[config.mk]
export PLATFORM = sky130hd
export DESIGN_NAME = dat_mem_arbiter_flat
export DESIGN_NICKNAME = d
export VERILOG_FILES = /design/src/rtl/dat_mem_arbiter_if.sv /design/src/rtl/dat_mem_arbiter.sv /design/src/flat_wrapper.sv
export SDC_FILE = /design/constraint.sdc
export NUM_CORES = 1
export LEC_CHECK = 0
export BUFFER_PORTS_ARGS = -buffer_cell sky130_fd_sc_hd__buf_4
export CORE_MARGIN = 3
export CORE_UTILIZATION = 40
export DETAILED_ROUTE_END_ITERATION = 7
export PLACE_DENSITY_LB_ADDON = 0.3
export SKIP_CTS_REPAIR_TIMING = 1
export SLEW_MARGIN = 25
export SYNTH_ARGS = -nofsm -noshare
export SYNTH_HDL_FRONTEND = slang
export SYNTH_SLANG_ARGS = --single-unit
[constraint.sdc]
create_clock -name clk -period 2.7 [get_ports clk]
set_input_delay 0.27 -clock clk [delete_from_list [all_inputs] [get_ports clk]]
set_output_delay 0.27 -clock clk [all_outputs]
set_load 0.005 [all_outputs]
[src/rtl/dat_mem_arbiter_if.sv]
// dat_mem_arbiter_if
// Bundles the core load/store request, the external loader port, the
// data-memory port and the statistics outputs of the data-memory arbiter.
//   slave  : arbiter side (takes requests and mem_dat_out, drives grants,
//            memory controls, loader read data and statistics)
//   master : environment side (core, loader and dat_mem)
// Parameters: AW address width, DW data width.
interface dat_mem_arbiter_if #(
  parameter int AW = 8,
  parameter int DW = 8
);
  // core load/store path
  logic          core_rd_en;
  logic          core_wr_en;
  logic [AW-1:0] core_addr;
  logic [DW-1:0] core_wdata;
  logic [DW-1:0] core_rdata;
  logic          core_stall;
  // loader port
  logic          ld_req;
  logic          ld_wr;
  logic          ld_lock;
  logic [AW-1:0] ld_addr;
  logic [DW-1:0] ld_wdata;
  logic          ld_gnt;
  logic          ld_rvalid;
  logic [DW-1:0] ld_rdata;
  // dat_mem port
  logic [AW-1:0] mem_addr;
  logic          mem_wr_en;
  logic          mem_rd_en;
  logic [DW-1:0] mem_dat_in;
  logic [DW-1:0] mem_dat_out;
  // statistics
  logic [15:0]   core_stall_cnt;
  logic [15:0]   ld_gnt_cnt;

  modport slave (
    input  core_rd_en, core_wr_en, core_addr, core_wdata,
    output core_rdata, core_stall,
    input  ld_req, ld_wr, ld_lock, ld_addr, ld_wdata,
    output ld_gnt, ld_rvalid, ld_rdata,
    output mem_addr, mem_wr_en, mem_rd_en, mem_dat_in,
    input  mem_dat_out,
    output core_stall_cnt, ld_gnt_cnt
  );

  modport master (
    output core_rd_en, core_wr_en, core_addr, core_wdata,
    input  core_rdata, core_stall,
    output ld_req, ld_wr, ld_lock, ld_addr, ld_wdata,
    input  ld_gnt, ld_rvalid, ld_rdata,
    input  mem_addr, mem_wr_en, mem_rd_en, mem_dat_in,
    output mem_dat_out,
    input  core_stall_cnt, ld_gnt_cnt
  );
endinterface

[src/rtl/dat_mem_arbiter.sv]
// dat_mem_arbiter
// Shares the single dat_mem port between the core load/store path (default
// priority, zero added latency) and an external loader port. A wait counter
// forces a loader grant after MAX_WAIT consecutive denials; a lock lets the
// loader keep the port for up to LOCK_MAX consecutive grants.
// Ports:
//   clk   : single clock
//   reset : synchronous, active-high
//   bus   : dat_mem_arbiter_if.slave (core, loader, dat_mem, statistics)
// Optional feature: define ARB_STATS_EN to build saturating 16-bit counters
// of stalled core cycles and loader grants; otherwise both read 0.
//
// state  | meaning
// ARB    | core has priority, loader served on its own or when starved
// LOCKED | loader owns the port, core always denied
module dat_mem_arbiter #(
  parameter int AW       = 8,
  parameter int DW       = 8,
  parameter int MAX_WAIT = 4,
  parameter int LOCK_MAX = 16
) (
  input logic               clk,
  input logic               reset,
  dat_mem_arbiter_if.slave  bus
);

  typedef enum logic {ST_ARB, ST_LOCKED} state_t;

  localparam logic [3:0] WAIT_LIM   = 4'(MAX_WAIT);
  localparam logic [8:0] LOCK_LIM   = 9'(LOCK_MAX);
  // a one-grant tenure ends on the grant that would open it
  localparam bit         LOCK_MULTI = (LOCK_MAX > 1);

  state_t        state;
  logic [3:0]    wait_cnt;
  logic [7:0]    lock_cnt;
  logic [8:0]    lock_next;
  logic          core_req;
  logic          core_gnt;
  logic          ld_gnt;
  logic          ld_rd_gnt;
  logic          rvalid_q;
  logic [DW-1:0] rdata_q;
  logic [AW-1:0] addr_sel;
  logic [DW-1:0] wdata_sel;
  logic          wr_sel;
  logic          rd_sel;

  assign core_req  = bus.core_rd_en | bus.core_wr_en;
  assign lock_next = {1'b0, lock_cnt} + 9'd1;
  assign ld_rd_gnt = ld_gnt & ~bus.ld_wr;

  always_comb begin
    core_gnt = 1'b0;
    ld_gnt   = 1'b0;
    if (!reset) begin
      case (state)
        ST_ARB: begin
          if (bus.ld_req && core_req) begin
            if (wait_cnt == WAIT_LIM) ld_gnt   = 1'b1;
            else                      core_gnt = 1'b1;
          end else begin
            core_gnt = core_req;
            ld_gnt   = bus.ld_req;
          end
        end
        ST_LOCKED: ld_gnt = bus.ld_req;
        default: ;
      endcase
    end
  end

  always_comb begin
    addr_sel  = '0;
    wdata_sel = '0;
    wr_sel    = 1'b0;
    rd_sel    = 1'b0;
    if (core_gnt) begin
      // rd+wr together is a write; rd_en is forwarded unchanged
      addr_sel  = bus.core_addr;
      wdata_sel = bus.core_wdata;
      wr_sel    = bus.core_wr_en;
      rd_sel    = bus.core_rd_en;
    end else if (ld_gnt) begin
      addr_sel  = bus.ld_addr;
      wdata_sel = bus.ld_wdata;
      wr_sel    = bus.ld_wr;
      rd_sel    = ~bus.ld_wr;
    end
  end

  assign bus.mem_addr   = addr_sel;
  assign bus.mem_dat_in = wdata_sel;
  assign bus.mem_wr_en  = wr_sel;
  assign bus.mem_rd_en  = rd_sel;
  assign bus.core_rdata = bus.mem_dat_out;
  assign bus.core_stall = core_req & ~core_gnt & ~reset;
  assign bus.ld_gnt     = ld_gnt;
  assign bus.ld_rvalid  = rvalid_q;
  assign bus.ld_rdata   = rdata_q;

  always_ff @(posedge clk) begin
    if (reset) begin
      state    <= ST_ARB;
      wait_cnt <= '0;
      lock_cnt <= '0;
      rvalid_q <= 1'b0;
      rdata_q  <= '0;
    end else begin
      rvalid_q <= ld_rd_gnt;
      if (ld_rd_gnt) rdata_q <= bus.mem_dat_out;

      if (bus.ld_req && !ld_gnt) begin
        if (wait_cnt != WAIT_LIM) wait_cnt <= wait_cnt + 4'd1;
      end else begin
        wait_cnt <= '0;
      end

      case (state)
        ST_ARB: begin
          if (ld_gnt && bus.ld_lock && LOCK_MULTI) begin
            state    <= ST_LOCKED;
            lock_cnt <= 8'd1;
          end
        end
        ST_LOCKED: begin
          // lock_next is the tenure length including this cycle's grant
          if (!bus.ld_req || !bus.ld_lock || (lock_next >= LOCK_LIM)) begin
            state    <= ST_ARB;
            lock_cnt <= '0;
          end else begin
            lock_cnt <= lock_next[7:0];
          end
        end
        default: state <= ST_ARB;
      endcase
    end
  end

`ifdef ARB_STATS_EN
  logic [15:0] stall_cnt_q;
  logic [15:0] gnt_cnt_q;

  always_ff @(posedge clk) begin
    if (reset) begin
      stall_cnt_q <= '0;
      gnt_cnt_q   <= '0;
    end else begin
      if (bus.core_stall && (stall_cnt_q != 16'hFFFF)) stall_cnt_q <= stall_cnt_q + 16'd1;
      if (ld_gnt && (gnt_cnt_q != 16'hFFFF))           gnt_cnt_q   <= gnt_cnt_q + 16'd1;
    end
  end

  assign bus.core_stall_cnt = stall_cnt_q;
  assign bus.ld_gnt_cnt     = gnt_cnt_q;
`else
  assign bus.core_stall_cnt = 16'h0000;
  assign bus.ld_gnt_cnt     = 16'h0000;
`endif

endmodule

[src/flat_wrapper.sv]
// flat-port wrapper written by rule: the top's interface ports become plain ports
module dat_mem_arbiter_flat 
#(
  parameter int AW       = 8,
  parameter int DW       = 8,
  parameter int MAX_WAIT = 4,
  parameter int LOCK_MAX = 16
)
  (clk, reset, bus_core_rd_en, bus_core_wr_en, bus_core_addr, bus_core_wdata, bus_core_rdata, bus_core_stall, bus_ld_req, bus_ld_wr, bus_ld_lock, bus_ld_addr, bus_ld_wdata, bus_ld_gnt, bus_ld_rvalid, bus_ld_rdata, bus_mem_addr, bus_mem_wr_en, bus_mem_rd_en, bus_mem_dat_in, bus_mem_dat_out, bus_core_stall_cnt, bus_ld_gnt_cnt);
  dat_mem_arbiter_if #(.AW(AW), .DW(DW)) bus_i ();
  input logic clk;
  input logic reset;
  input wire logic [$bits(bus_i.core_rd_en)-1:0] bus_core_rd_en;
  input wire logic [$bits(bus_i.core_wr_en)-1:0] bus_core_wr_en;
  input wire logic [$bits(bus_i.core_addr)-1:0] bus_core_addr;
  input wire logic [$bits(bus_i.core_wdata)-1:0] bus_core_wdata;
  output wire logic [$bits(bus_i.core_rdata)-1:0] bus_core_rdata;
  output wire logic [$bits(bus_i.core_stall)-1:0] bus_core_stall;
  input wire logic [$bits(bus_i.ld_req)-1:0] bus_ld_req;
  input wire logic [$bits(bus_i.ld_wr)-1:0] bus_ld_wr;
  input wire logic [$bits(bus_i.ld_lock)-1:0] bus_ld_lock;
  input wire logic [$bits(bus_i.ld_addr)-1:0] bus_ld_addr;
  input wire logic [$bits(bus_i.ld_wdata)-1:0] bus_ld_wdata;
  output wire logic [$bits(bus_i.ld_gnt)-1:0] bus_ld_gnt;
  output wire logic [$bits(bus_i.ld_rvalid)-1:0] bus_ld_rvalid;
  output wire logic [$bits(bus_i.ld_rdata)-1:0] bus_ld_rdata;
  output wire logic [$bits(bus_i.mem_addr)-1:0] bus_mem_addr;
  output wire logic [$bits(bus_i.mem_wr_en)-1:0] bus_mem_wr_en;
  output wire logic [$bits(bus_i.mem_rd_en)-1:0] bus_mem_rd_en;
  output wire logic [$bits(bus_i.mem_dat_in)-1:0] bus_mem_dat_in;
  input wire logic [$bits(bus_i.mem_dat_out)-1:0] bus_mem_dat_out;
  output wire logic [$bits(bus_i.core_stall_cnt)-1:0] bus_core_stall_cnt;
  output wire logic [$bits(bus_i.ld_gnt_cnt)-1:0] bus_ld_gnt_cnt;
  assign bus_i.core_rd_en = bus_core_rd_en;
  assign bus_i.core_wr_en = bus_core_wr_en;
  assign bus_i.core_addr = bus_core_addr;
  assign bus_i.core_wdata = bus_core_wdata;
  assign bus_core_rdata = bus_i.core_rdata;
  assign bus_core_stall = bus_i.core_stall;
  assign bus_i.ld_req = bus_ld_req;
  assign bus_i.ld_wr = bus_ld_wr;
  assign bus_i.ld_lock = bus_ld_lock;
  assign bus_i.ld_addr = bus_ld_addr;
  assign bus_i.ld_wdata = bus_ld_wdata;
  assign bus_ld_gnt = bus_i.ld_gnt;
  assign bus_ld_rvalid = bus_i.ld_rvalid;
  assign bus_ld_rdata = bus_i.ld_rdata;
  assign bus_mem_addr = bus_i.mem_addr;
  assign bus_mem_wr_en = bus_i.mem_wr_en;
  assign bus_mem_rd_en = bus_i.mem_rd_en;
  assign bus_mem_dat_in = bus_i.mem_dat_in;
  assign bus_i.mem_dat_out = bus_mem_dat_out;
  assign bus_core_stall_cnt = bus_i.core_stall_cnt;
  assign bus_ld_gnt_cnt = bus_i.ld_gnt_cnt;
  dat_mem_arbiter #(.AW(AW), .DW(DW), .MAX_WAIT(MAX_WAIT), .LOCK_MAX(LOCK_MAX)) u_core (.clk(clk), .reset(reset), .bus(bus_i));
endmodule
==> impl_metrics.sql <==
INSERT INTO impl_metrics (metric_group, metric, value, unit) VALUES
('setup_path', 'worst-endpoint-arrival', '2210', 'ps'),
('cells_and_area', 'area_of_combinational_cells_with_multiple_inputs', '785.8', 'um2'),
('synth', 'top_cells_by_area_synth', 'sky130_fd_sc_hd__dfxtp_1, sky130_fd_sc_hd__buf_4, sky130_fd_sc_hd__a22o_1, sky130_fd_sc_hd__nand3_1, sky130_fd_sc_hd__a21oi_1', ''),
('timing', 'max_slew_margin', '0.5961', ''),
('cells_and_area', 'regArea', '440.4', 'um2'),
('synth', 'netlist.top_cell.by_area', 'sky130_fd_sc_hd__dfxtp_1', ''),
('timing', 'final.setup.tns', '0', 'ps'),
('synth', 'synth.yosys.seq_area_share', '0.2965', ''),
('synth', 'synth-edff-count', '0', ''),
('outcome', 'run_status', 'finished, final reports clean', ''),
('clock_network', 'cts_htree_levels', '1', ''),
('grt', 'busiest_layer', 'met2', ''),
('grt', 'grt_use_met2', '0.2673', ''),
('timing', 'rsz0062_at_grt', 'no', ''),
('clock_network', 'clockRootBuffer', 'sky130_fd_sc_hd__clkbuf_8', ''),
('clock_network', 'tritoncts_clock_tree', 'done', ''),
('flow_run', 'maxCapViolCount', '0', ''),
('timing', 'timing.final.hold_violations', '0', ''),
('detailed_routing', 'wl', '3463', 'um'),
('clock_network', 'numCtsBuffers', '3', ''),
('synth', 'synth_area_per_cell', '8.487', 'um2'),
('floorplanning', 'fp.dieW', '66.94', 'um'),
('detailed_routing', 'drtIter0Drc', '16', ''),
('place', 'numPortBuffers', '83', ''),
('setup_path', 'worst-r2r-setup-slack', '950', 'ps'),
('synth', 'asyncSetResetFlopFracSynth', '0', ''),
('floorplanning', 'initial_core_util', '0.4315', ''),
('floorplanning', 'die_area', '4480', 'um2'),
('clock_network', 'cts-root-to-sink-buffers', '2', ''),
('synth', 'yosys.cell_types.count', '34', ''),
('grt', 'grt_start_max_net_pins', '27', ''),
('setup_path', 'critPathMaxFanout', '14', ''),
('cells_and_area', 'final_layout_size_suffix_gt1_frac', '0.3855', ''),
('setup_path', 'startpoint_type', 'flip-flop', ''),
('synth', 'synth_area', '1485', 'um2'),
('timing', 'timing.final.crit_share', '0.9171', ''),
('clock_network', 'clkLatencyLatePin', '260', 'ps'),
('clock_network', 'cts.reportedPaths.clkPinSlew', '80', 'ps'),
('place', 'gpl.final_weighted_congestion', '0.7435', ''),
('synth', 'yosysTopAreaCellShare', '0.2965', ''),
('power_and_ir_drop', 'power', '810.8', 'uW'),
('detailed_routing', 'drtAntennaViolNets', '0', ''),
('clock_network', 'clkSinkCount', '22', ''),
('setup_path', 'crit_path_top_delay_cell', 'sky130_fd_sc_hd__o31a_1', ''),
('synth', 'yosysWarnings', '0', ''),
('grt', 'grt_antenna_before_repair', '0', ''),
('grt', 'global_route.usage.total', '0.1495', ''),
('synth', 'yosys_most_used_dff', 'sky130_fd_sc_hd__dfxtp_1', ''),
('detailed_routing', 'viasPerCell', '4.712', ''),
('grt', 'gr-total-overflow', '0', ''),
('timing', 'fmaxAchievable', '0.4039', 'GHz'),
('synth', 'synthesis.instances', '175', ''),
('floorplanning', 'core_area', '3442', 'um2'),
('grt', 'global_route.usage.met1', '0.1711', ''),
('cells_and_area', 'n_antenna_cell', '0', ''),
('detailed_routing', 'detailroute.via_count', '1390', ''),
('timing', 'layout_min_cycle_time', '2476', 'ps'),
('detailed_routing', 'drt-pass1-iter-count', '4', ''),
('cells_and_area', 'num-fill-cells', '337', ''),
('min_path', 'hold_path_class', 'input pin to flip-flop', ''),
('setup_path', 'critical_path_buf_inv_count', '3', ''),
('timing', 'final.setup_skew', '1.991', 'ps'),
('setup_path', 'cp-end-kind', 'primary output', ''),
('detailed_routing', 'drc', '0', ''),
('grt', 'grt_pass1_vias', '1316', ''),
('timing', 'finalHoldWorstSlack', '268.4', 'ps'),
('detailed_routing', 'avgRoutedWirePerCell', '11.74', 'um'),
('cells_and_area', 'final_core_utilization', '0.5932', ''),
('power_and_ir_drop', 'power.ir.vdd_worst', '0.1948', 'mV'),
('cells_and_area', 'design.final.nets', '301', ''),
('cells_and_area', 'areaGrowthSynthToFinish', '37.49', '%');
==> metal layers <==
metal | share of wire | up-vias | wire length [um]
met5 | 0 | - | 0
met4 | 0.011 | 0 | 38
met3 | 0.11 | 4 | 383
met2 | 0.49 | 78 | 1714
met1 | 0.38 | 616 | 1325
li1 | - | 692 | -
==> area by class of cell <==
| class | count | share of cell area |
|---|---|---|
| Inverter | 6 | 0.01103 |
| Tap cell | 46 | 0.02819 |
| Clock buffer | 3 | 0.02022 |
| Sequential cell | 22 | 0.2157 |
| Multi-Input combinational cell | 129 | 0.3848 |
| Timing Repair Buffer | 88 | 0.3254 |
| Clock inverter | 1 | 0.01471 |
==> tightest hold or removal path, delay by kind of cell <==
| family | cells | cell delay [ps] |
|---|---|---|
| AOI/OAI and AO/OA | 1 | 50 |
| buffers and inverters | 1 | 110 |
| and+or+nand+nor | 1 | 50 |
==> logic make-up after synthesis <==
family,share of synthesized area
AND/OR/NAND/NOR,0.1929
adder cells (fa/ha/maj),0.03370
flip-flops,0.2965
other,0.002525
AO/OA/AOI/OAI,0.2157
XOR/XNOR,0.005898
buffers and inverters,0.2527
==> where the power goes <==
part / total [uW] / switching [uW] / internal (uW) / leakage, uW
logic: 173 / 71.9 / 101 / 0.000785
clock network: 305 / 107 / 198 / 0.0000357
registers: 333 / 4.29 / 328 / 0.000178
total: 811 / 184 / 627 / 0.000998
==> path summary, 6_finish.rpt <==
kind                            endpoint  cells past startpoint                    from
hold / removal    u_core.bus.ld_rdata[0]                      3      bus_mem_dat_out[0]
setup reg to reg      u_core.lock_cnt[5]                      6      u_core.wait_cnt[0]
setup / recovery         bus_mem_addr[5]                      7      u_core.wait_cnt[0]
hold reg to reg   u_core.bus.ld_rdata[0]                      2  u_core.bus.ld_rdata[0]
==> flip-flops by register name, summed over array words and instances (netlist names) <==
signal                flops
u_core.bus.ld_rdata       8
u_core.lock_cnt           8
u_core.wait_cnt           4
u_core.bus.ld_rvalid      1
u_core.state              1
==> stage by stage <==
stage,area (um2),worst slack [ps],instances
6_report,2042,223.9,295
5_1_grt,2042,93.17,295
4_1_cts,2031,66.89,294
3_5_place_dp,1959,369.0,290
3_3_place_gp,1959,378.9,290
2_1_floorplan,1602,664.4,206
==> cells in the final DEF, fill, tap and decap left out <==
| master | netlist | layout |
|---|---|---|
| sky130_fd_sc_hd__buf_4 | 40 | 87 |
| sky130_fd_sc_hd__conb_1 | 1 | 32 |
| sky130_fd_sc_hd__dfxtp_1 | 22 | 22 |
| sky130_fd_sc_hd__a22o_1 | 16 | 16 |
| sky130_fd_sc_hd__nand3_1 | 13 | 13 |
| sky130_fd_sc_hd__nand2_1 | 12 | 12 |
| sky130_fd_sc_hd__a21oi_1 | 10 | 10 |
| sky130_fd_sc_hd__nor2_1 | 8 | 8 |
| sky130_fd_sc_hd__inv_1 | 5 | 5 |
| sky130_fd_sc_hd__nor2b_1 | 4 | 4 |
| sky130_fd_sc_hd__nor3b_1 | 4 | 4 |
| sky130_fd_sc_hd__nand4_1 | 4 | 4 |
| sky130_fd_sc_hd__ha_1 | 4 | 4 |
| sky130_fd_sc_hd__a31oi_1 | 3 | 3 |
| sky130_fd_sc_hd__nand3b_1 | 3 | 3 |
| sky130_fd_sc_hd__clkbuf_8 | 0 | 3 |
| sky130_fd_sc_hd__nor3_1 | 2 | 2 |
| sky130_fd_sc_hd__and3b_1 | 1 | 1 |
| sky130_fd_sc_hd__o31a_1 | 1 | 1 |
| sky130_fd_sc_hd__a2111oi_4 | 1 | 1 |
| sky130_fd_sc_hd__a22o_4 | 1 | 1 |
| sky130_fd_sc_hd__clkinv_1 | 1 | 1 |
| sky130_fd_sc_hd__o311ai_2 | 1 | 1 |
| sky130_fd_sc_hd__a21boi_0 | 1 | 1 |
| sky130_fd_sc_hd__a41o_1 | 1 | 1 |
| sky130_fd_sc_hd__nor4_2 | 1 | 1 |
| sky130_fd_sc_hd__o211ai_1 | 1 | 1 |
| sky130_fd_sc_hd__a211oi_1 | 1 | 1 |
| sky130_fd_sc_hd__nand2b_1 | 1 | 1 |
| sky130_fd_sc_hd__and3_1 | 1 | 1 |
| sky130_fd_sc_hd__a221oi_1 | 1 | 1 |
| sky130_fd_sc_hd__xnor2_1 | 1 | 1 |
| sky130_fd_sc_hd__bufinv_16 | 0 | 1 |
| sky130_fd_sc_hd__buf_6 | 2 | 1 |
==> cell usage after synthesis (all sizes together), types with 2 or more instances <==
library cell and number:
a31oi 3, nand3b 3, nor3 2, nor3b 4, nand3 13, buf 45, a21oi 10, clkbuf 4
dfxtp 22, inv 5, a22o 17, nor2 8, nand2 12, nor2b 4, nand4 4, ha 4
Power figures use the tool's default switching activity.
